`src/rtl/l3_wr_exec_if.sv`:
```
// Command, write-data and register-bus signals of the L3 write executor.
// The master modport is the executor's view; slave is the surrounding parser and bus.
interface l3_wr_exec_if;
    logic [3:0]  l3_sel;
    logic [3:0]  l3_id;
    logic [7:0]  l3_op;
    logic [15:0] l3_size;
    logic [15:0] l3_extend;
    logic        l3_en;
    logic        l3_cmd_done;
    logic [31:0] l3_wd;
    logic        l3_wd_vld;
    logic        l3_wd_rdy;
    logic        l3_err;
    logic [3:0]  l3_last_id;
    logic        bus_req;
    logic [3:0]  bus_sel;
    logic [15:0] bus_addr;
    logic [31:0] bus_wdata;
    logic [3:0]  bus_be;
    logic        bus_ack;

    modport master (
        input  l3_sel, l3_id, l3_op, l3_size, l3_extend, l3_en,
        input  l3_wd, l3_wd_vld, bus_ack,
        output l3_cmd_done, l3_wd_rdy, l3_err, l3_last_id,
        output bus_req, bus_sel, bus_addr, bus_wdata, bus_be
    );

    modport slave (
        output l3_sel, l3_id, l3_op, l3_size, l3_extend, l3_en,
        output l3_wd, l3_wd_vld, bus_ack,
        input  l3_cmd_done, l3_wd_rdy, l3_err, l3_last_id,
        input  bus_req, bus_sel, bus_addr, bus_wdata, bus_be
    );
endinterface

```
`src/rtl/l3_wr_exec.sv`:
```
// L3 write executor: turns a decoded L3 write command into single-beat register-bus writes.
// Optional macro L3_WR_TIMEOUT_EN abandons a command after 256 cycles without bus_ack.
module l3_wr_exec (
    input  logic         clk,
    input  logic         rst,
    l3_wr_exec_if.master io
);

    typedef enum logic [3:0] {
        IDLE    = 4'b0001,
        WAIT_WD = 4'b0010,
        BUS     = 4'b0100,
        DONE    = 4'b1000
    } state_t;

    localparam logic [7:0] OP_INCR  = 8'h01;
    localparam logic [7:0] OP_FIXED = 8'h02;

    state_t      state_q, state_d;
    logic [3:0]  sel_q, sel_d;
    logic [3:0]  id_q, id_d;
    logic [7:0]  op_q, op_d;
    logic [15:0] addr_q, addr_d;
    logic [15:0] rem_q, rem_d;
    logic [31:0] wdata_q, wdata_d;
    logic [3:0]  be_q, be_d;
    logic        err_q, err_d;
`ifdef L3_WR_TIMEOUT_EN
    logic [7:0]  tmo_q, tmo_d;
`endif

    // Byte lanes are filled from [31:24] downward, so a short tail keeps the upper lanes.
    function automatic logic [3:0] tail_be(input logic [15:0] rem);
        if (rem >= 16'd4) return 4'b1111;
        case (rem[1:0])
            2'd1:    return 4'b1000;
            2'd2:    return 4'b1100;
            2'd3:    return 4'b1110;
            default: return 4'b0000;
        endcase
    endfunction

    function automatic logic [15:0] rem_after_beat(input logic [15:0] rem);
        return (rem < 16'd4) ? 16'd0 : rem - 16'd4;
    endfunction

    always_comb begin
        state_d = state_q;
        sel_d   = sel_q;
        id_d    = id_q;
        op_d    = op_q;
        addr_d  = addr_q;
        rem_d   = rem_q;
        wdata_d = wdata_q;
        be_d    = be_q;
        err_d   = err_q;
`ifdef L3_WR_TIMEOUT_EN
        tmo_d   = tmo_q;
`endif
        unique case (state_q)
            IDLE: begin
                if (io.l3_en) begin
                    sel_d  = io.l3_sel;
                    id_d   = io.l3_id;
                    op_d   = io.l3_op;
                    addr_d = {io.l3_extend[15:2], 2'b00};
                    rem_d  = io.l3_size;
                    err_d  = 1'b0;
                    if (io.l3_op != OP_INCR && io.l3_op != OP_FIXED) begin
                        err_d   = 1'b1;
                        state_d = DONE;
                    end else if (io.l3_size == 16'd0) begin
                        state_d = DONE;
                    end else begin
                        state_d = WAIT_WD;
                    end
                end
            end
            WAIT_WD: begin
                if (io.l3_wd_vld) begin
                    wdata_d = io.l3_wd;
                    be_d    = tail_be(rem_q);
                    state_d = BUS;
`ifdef L3_WR_TIMEOUT_EN
                    tmo_d   = 8'd0;
`endif
                end
            end
            BUS: begin
                if (io.bus_ack) begin
                    rem_d = rem_after_beat(rem_q);
                    if (op_q == OP_INCR) addr_d = addr_q + 16'd4;
                    state_d = (rem_d == 16'd0) ? DONE : WAIT_WD;
                end
`ifdef L3_WR_TIMEOUT_EN
                else if (tmo_q == 8'hFF) begin
                    err_d   = 1'b1;
                    state_d = DONE;
                end else begin
                    tmo_d = tmo_q + 8'd1;
                end
`endif
            end
            DONE: begin
                state_d = IDLE;
            end
            default: begin
                state_d = IDLE;
            end
        endcase
    end

    always_ff @(posedge clk) begin
        if (rst) begin
            state_q <= IDLE;
            sel_q   <= '0;
            id_q    <= '0;
            op_q    <= '0;
            addr_q  <= '0;
            rem_q   <= '0;
            wdata_q <= '0;
            be_q    <= '0;
            err_q   <= 1'b0;
`ifdef L3_WR_TIMEOUT_EN
            tmo_q   <= '0;
`endif
        end else begin
            state_q <= state_d;
            sel_q   <= sel_d;
            id_q    <= id_d;
            op_q    <= op_d;
            addr_q  <= addr_d;
            rem_q   <= rem_d;
            wdata_q <= wdata_d;
            be_q    <= be_d;
            err_q   <= err_d;
`ifdef L3_WR_TIMEOUT_EN
            tmo_q   <= tmo_d;
`endif
        end
    end

    // Every output is a plain decode of registered state.
    assign io.l3_wd_rdy   = (state_q == WAIT_WD);
    assign io.bus_req     = (state_q == BUS);
    assign io.l3_cmd_done = (state_q == DONE);
    assign io.l3_err      = err_q;
    assign io.l3_last_id  = id_q;
    assign io.bus_sel     = sel_q;
    assign io.bus_addr    = addr_q;
    assign io.bus_wdata   = wdata_q;
    assign io.bus_be      = be_q;

    logic unused_ext_lsbs;
    assign unused_ext_lsbs = ^io.l3_extend[1:0];

endmodule

```
`src/flat_wrapper.sv`:
```
// flat-port wrapper written by rule: the top's interface ports become plain ports
module l3_wr_exec_flat 
  (clk, rst, io_l3_sel, io_l3_id, io_l3_op, io_l3_size, io_l3_extend, io_l3_en, io_l3_wd, io_l3_wd_vld, io_bus_ack, io_l3_cmd_done, io_l3_wd_rdy, io_l3_err, io_l3_last_id, io_bus_req, io_bus_sel, io_bus_addr, io_bus_wdata, io_bus_be);
  l3_wr_exec_if io_i ();
  input  logic clk;
  input  logic rst;
  input wire logic [$bits(io_i.l3_sel)-1:0] io_l3_sel;
  input wire logic [$bits(io_i.l3_id)-1:0] io_l3_id;
  input wire logic [$bits(io_i.l3_op)-1:0] io_l3_op;
  input wire logic [$bits(io_i.l3_size)-1:0] io_l3_size;
  input wire logic [$bits(io_i.l3_extend)-1:0] io_l3_extend;
  input wire logic [$bits(io_i.l3_en)-1:0] io_l3_en;
  input wire logic [$bits(io_i.l3_wd)-1:0] io_l3_wd;
  input wire logic [$bits(io_i.l3_wd_vld)-1:0] io_l3_wd_vld;
  input wire logic [$bits(io_i.bus_ack)-1:0] io_bus_ack;
  output wire logic [$bits(io_i.l3_cmd_done)-1:0] io_l3_cmd_done;
  output wire logic [$bits(io_i.l3_wd_rdy)-1:0] io_l3_wd_rdy;
  output wire logic [$bits(io_i.l3_err)-1:0] io_l3_err;
  output wire logic [$bits(io_i.l3_last_id)-1:0] io_l3_last_id;
  output wire logic [$bits(io_i.bus_req)-1:0] io_bus_req;
  output wire logic [$bits(io_i.bus_sel)-1:0] io_bus_sel;
  output wire logic [$bits(io_i.bus_addr)-1:0] io_bus_addr;
  output wire logic [$bits(io_i.bus_wdata)-1:0] io_bus_wdata;
  output wire logic [$bits(io_i.bus_be)-1:0] io_bus_be;
  assign io_i.l3_sel = io_l3_sel;
  assign io_i.l3_id = io_l3_id;
  assign io_i.l3_op = io_l3_op;
  assign io_i.l3_size = io_l3_size;
  assign io_i.l3_extend = io_l3_extend;
  assign io_i.l3_en = io_l3_en;
  assign io_i.l3_wd = io_l3_wd;
  assign io_i.l3_wd_vld = io_l3_wd_vld;
  assign io_i.bus_ack = io_bus_ack;
  assign io_l3_cmd_done = io_i.l3_cmd_done;
  assign io_l3_wd_rdy = io_i.l3_wd_rdy;
  assign io_l3_err = io_i.l3_err;
  assign io_l3_last_id = io_i.l3_last_id;
  assign io_bus_req = io_i.bus_req;
  assign io_bus_sel = io_i.bus_sel;
  assign io_bus_addr = io_i.bus_addr;
  assign io_bus_wdata = io_i.bus_wdata;
  assign io_bus_be = io_i.bus_be;
  l3_wr_exec u_core (.clk(clk), .rst(rst), .io(io_i));
endmodule
```
`config.mk`:
```
export PLATFORM = sky130hd
export DESIGN_NAME = l3_wr_exec_flat
export DESIGN_NICKNAME = d
export VERILOG_FILES = /design/src/rtl/l3_wr_exec_if.sv /design/src/rtl/l3_wr_exec.sv /design/src/flat_wrapper.sv
export SDC_FILE = /design/constraint.sdc
export NUM_CORES = 1
export LEC_CHECK = 0
export CELL_PAD_IN_SITES_DETAIL_PLACEMENT = 1
export CELL_PAD_IN_SITES_GLOBAL_PLACEMENT = 2
export CORE_ASPECT_RATIO = 0.6
export CORE_UTILIZATION = 26
export CTS_CLUSTER_SIZE = 25
export DETAILED_ROUTE_END_ITERATION = 6
export PLACE_DENSITY_LB_ADDON = 0.1
export SLEW_MARGIN = 40
export SYNTH_ARGS = -nofsm -noshare
export SYNTH_HDL_FRONTEND = slang
export SYNTH_SLANG_ARGS = --single-unit
export TNS_END_PERCENT = 30
```
`constraint.sdc`:
```
create_clock -name clk -period 5.5 [get_ports clk]
set_input_delay 0.825 -clock clk [delete_from_list [all_inputs] [get_ports clk]]
set_output_delay 0.825 -clock clk [all_outputs]
set_load 0.02 [all_outputs]
```
==> summary.txt <==
Clocking
  • Hold bufs inserted after CTS: 0
  • Clock tree from TritonCTS: yes
  • Post-CTS clock slew at the launch and capture registers of the worst setup and hold paths: 0.07 ns
  • Root buffer cell: sky130_fd_sc_hd__clkbuf_16
  • Number of gates resized after CTS: 0
  • CTS sink count: 87
  • Maximum number of buffers from clock root to sink: 2
  • Worst skew pair latency: 0.34 ns
  • CTS HTree Levels: 3
  • Post-CTS Setup Repair Bufs: 0
  • Number of clock buffers inserted by TritonCTS: 9

Worst hold path
  • Path class of the lowest-slack min-delay path: flop to flop
  • WHS Path Cells: 2

Die
  • Total number of placement rows: 35
  • Core ar.: approximately 16,000 µm²
  • Die Y-Extent: 100.5 µm
  • Die Area: 16,700 µm²
  • DIE WIDTH: 166.2 µm
  • Num ports: between 100 and 150
  • Initial core utilization: 26.97%

Setup path
  • Critical path launch point type: flop
  • Arrival time reported for the critical path endpoint: 2.55 ns
  • CP Max Fanout: 24
  • Worst Setup Path Type: flop to primary output
  • Data required, critical path: 4.68 ns
  • Kind of end point of the critical path: primary output
  • Depth of the worst register-to-register path: 5

STA
  • Clock Skew: a little over 0.009 ns
  • Crit path setup slack, layout: 2.123 ns
  • Number of hold violations in the final report: 0
  • Final TNS setup: 0 ns
  • Worst slew pin tran: 0.8663 ns
  • Crit path time final: 3.377 ns
  • Relative max-transition margin: around two fifths
  • Fmax: 296.1 MHz
  • Setup violation total in the final timing report: 0
  • Ratio of final minimum period to clock period: 61.40%
  • Min Hold Slack: 0.4566 ns
  • Unrepaired setup endpoints after global routing: false
  • Number of max-slew violations in the final report: 0

Flow run
  • Max-capacitance violation count: 0

Power and ir drop
  • Standby leakage power: 2.049 nW
  • Max rail drop VDD: 148.2 µV
  • Final total power: around 1.6 mW
  • Areal power density over the cells: 264.7 nW/µm²

Drt
  • Routed WL per cell: about 17 µm
  • Number of optimization iterations in the first detailed-route pass: 7
  • Initial DRC Count: 198
  • Vias per std cell: 5.016
  • Post-Route WL: 14.67 mm
  • Drc violations: 5
  • Antenna violation net count after detailed routing: 0
  • Number of vias after detailed routing: 4,379

Global routing
  • First-pass GRT wire length: 24.00 mm
  • Largest net degree at the start of global routing: between 50 and 60
  • Antenna violations before repair: 0
  • Vias in the first global route: 4,483
  • GRT overflow: 0
  • Total routing usage reported by global routing: about 18%

Finish
  • Sequential cell area in the final layout: 1742 µm²
  • Ratio of cells with drive above 1 in the final layout: under 10%
  • Count of filler cells inserted in the layout: 1,858
  • Count of antenna diodes in the layout: 0
  • Area of the multi-input gates: ~2200 µm²
  • Final #Nets: 754
  • Syn-to-layout area delta: 43.89%
  • Finished Core Util: 38.81%

Logic synthesis
  • Register area share after synthesis: 41.42%
  • Count of cell types in the netlist: 63
  • Top FF cell, synth: sky130_fd_sc_hd__dfxtp_1
  • Syn Std Cell Area: 4205 µm²
  • Yosys top cell area share: 41.42%
  • Dominant cells by area after synthesis: sky130_fd_sc_hd__dfxtp_1 (41%), sky130_fd_sc_hd__nand2_1 (11%), sky130_fd_sc_hd__a21oi_1 (8.8%), sky130_fd_sc_hd__a211oi_1 (4.5%), sky130_fd_sc_hd__nor2_1 (2.9%)
  • Mean Syn Cell Area: between 7 and 8 µm²
  • Post-synthesis register bit count: 87
  • Syn. warnings: 0
  • Number of instances in the synthesized netlist: 546
  • Async set-or-reset flop fraction in the synthesized netlist: 0%
  • Largest area contributor in the netlist: sky130_fd_sc_hd__dfxtp_1
  • Post-synth EDFFs: 0

Outcome
  • Failing checks: DRC
  • Run status: finished with violations

Placed design
  • Detailed-placement wirelength estimate: between 10 and 15 mm
  • DP Worst Slack: about 2.2 ns
  • Global placement routability congestion: 0.7830
  • I/O Buffers: approximately 140
-- critical path, stage by stage (launching register included) --
cell                              delay (ns)
sky130_fd_sc_hd__dfxtp_1                0.36
sky130_fd_sc_hd__or4b_1                 0.54
sky130_fd_sc_hd__inv_1                  0.58
sky130_fd_sc_hd__clkdlybuf4s50_1        0.74
-- where the power goes --
part,internal [mW],leakage [nW],switching [mW],total (mW)
logic,0.136,1.20,0.153,0.289
registers,0.658,0.709,0.0347,0.692
clock network,0.353,0.138,0.267,0.620
total,1.15,2.05,0.455,1.60
-- worst paths after layout --
kind,start,endpoint,slack [ns]
min reg2reg,u_core.io.bus_wdata[12],u_core.io.bus_wdata[12],0.46
max,u_core.state_q[1],io_bus_req,2.12
min,u_core.io.bus_wdata[12],u_core.io.bus_wdata[12],0.46
max reg2reg,u_core.rem_q[10],u_core.rem_q[2],2.78
-- state kept, by name (all words and copies together) (netlist names) --
name,count
u_core.state_q,4
u_core.io.l3_last_id,4
u_core.io.bus_addr,14
u_core.op_q,8
u_core.io.bus_sel,4
u_core.rem_q,16
u_core.io.l3_err,1
u_core.io.bus_be,4
u_core.io.bus_wdata,32
-- kinds of logic (layout without fill, tap and decap cells) --
group	Yosys count	in the layout	synth area share, %
flops	87	87	41.42
simple gates	236	236	27.19
compound gates	162	162	23.92
xor+xnor	4	4	0.8332
other cells	1	2	0.08917
fa+ha+maj	3	3	0.8927
mux	1	1	0.2380
buf+inv	52	175	5.415
-- through the flow --
step	std cells	cell area, µm²
finish	873	6051
detailed placement	858	5754
CTS	873	6051
global route	873	6051
floorplan	547	4209
global placement	858	5754
-- metal layers --
| layer | global-route usage, % | vias up | part of all wire, % |
|---|---|---|---|
| li1 | - | 2175 | - |
| met1 | 25.39 | 2117 | 50 |
| met2 | 28.43 | 85 | 45 |
| met3 | 4.044 | 2 | 5.1 |
| met4 | 2.804 | 0 | 0.27 |
| met5 | 0 | - | 0 |
-- synthesized netlist by cell type (all sizes together) (3+ instances only) --
cell    instances
a211oi         26
a21oi          74
a221oi          4
a311oi          3
a31oi           3
and2            7
and4            3
buf            14
clkbuf         28
dfxtp          87
ha              3
inv            10
nand2         127
nand2b          5
nand3           7
nand3b          4
nand4           7
nor2           33
nor3           12
nor4           10
nor4b           4
o21ai          24
o22ai           3
or2             3
or3             3
or4             3
or4b            3
xor2            3
-- layout make-up --
type	count	area share (%)
well taps	203	4.198
flip-flops and latches	87	28.78
multi-input cells	408	37.01
clock buffers	9	3.722
inverters	10	0.6203
repair buffers	150	24.48
clock inverters	6	1.179
-- cell usage in the layout (no fill, tap or decap), drive strengths merged, types with 4 or more instances in the layout --
| master | n |
|---|---|
| nor3 | 12 |
| buf | 7 |
| nand3 | 7 |
| a221oi | 4 |
| nor4b | 4 |
| nand2 | 127 |
| and2 | 7 |
| dfxtp | 87 |
| inv | 11 |
| nand2b | 5 |
| clkbuf | 9 |
| nand3b | 4 |
| nor4 | 10 |
| a21oi | 74 |
| o21ai | 24 |
| a211oi | 26 |
| nor2 | 33 |
| clkdlybuf4s50 | 143 |
| nand4 | 7 |
No activity file was read; power rests on OpenSTA's default activity.
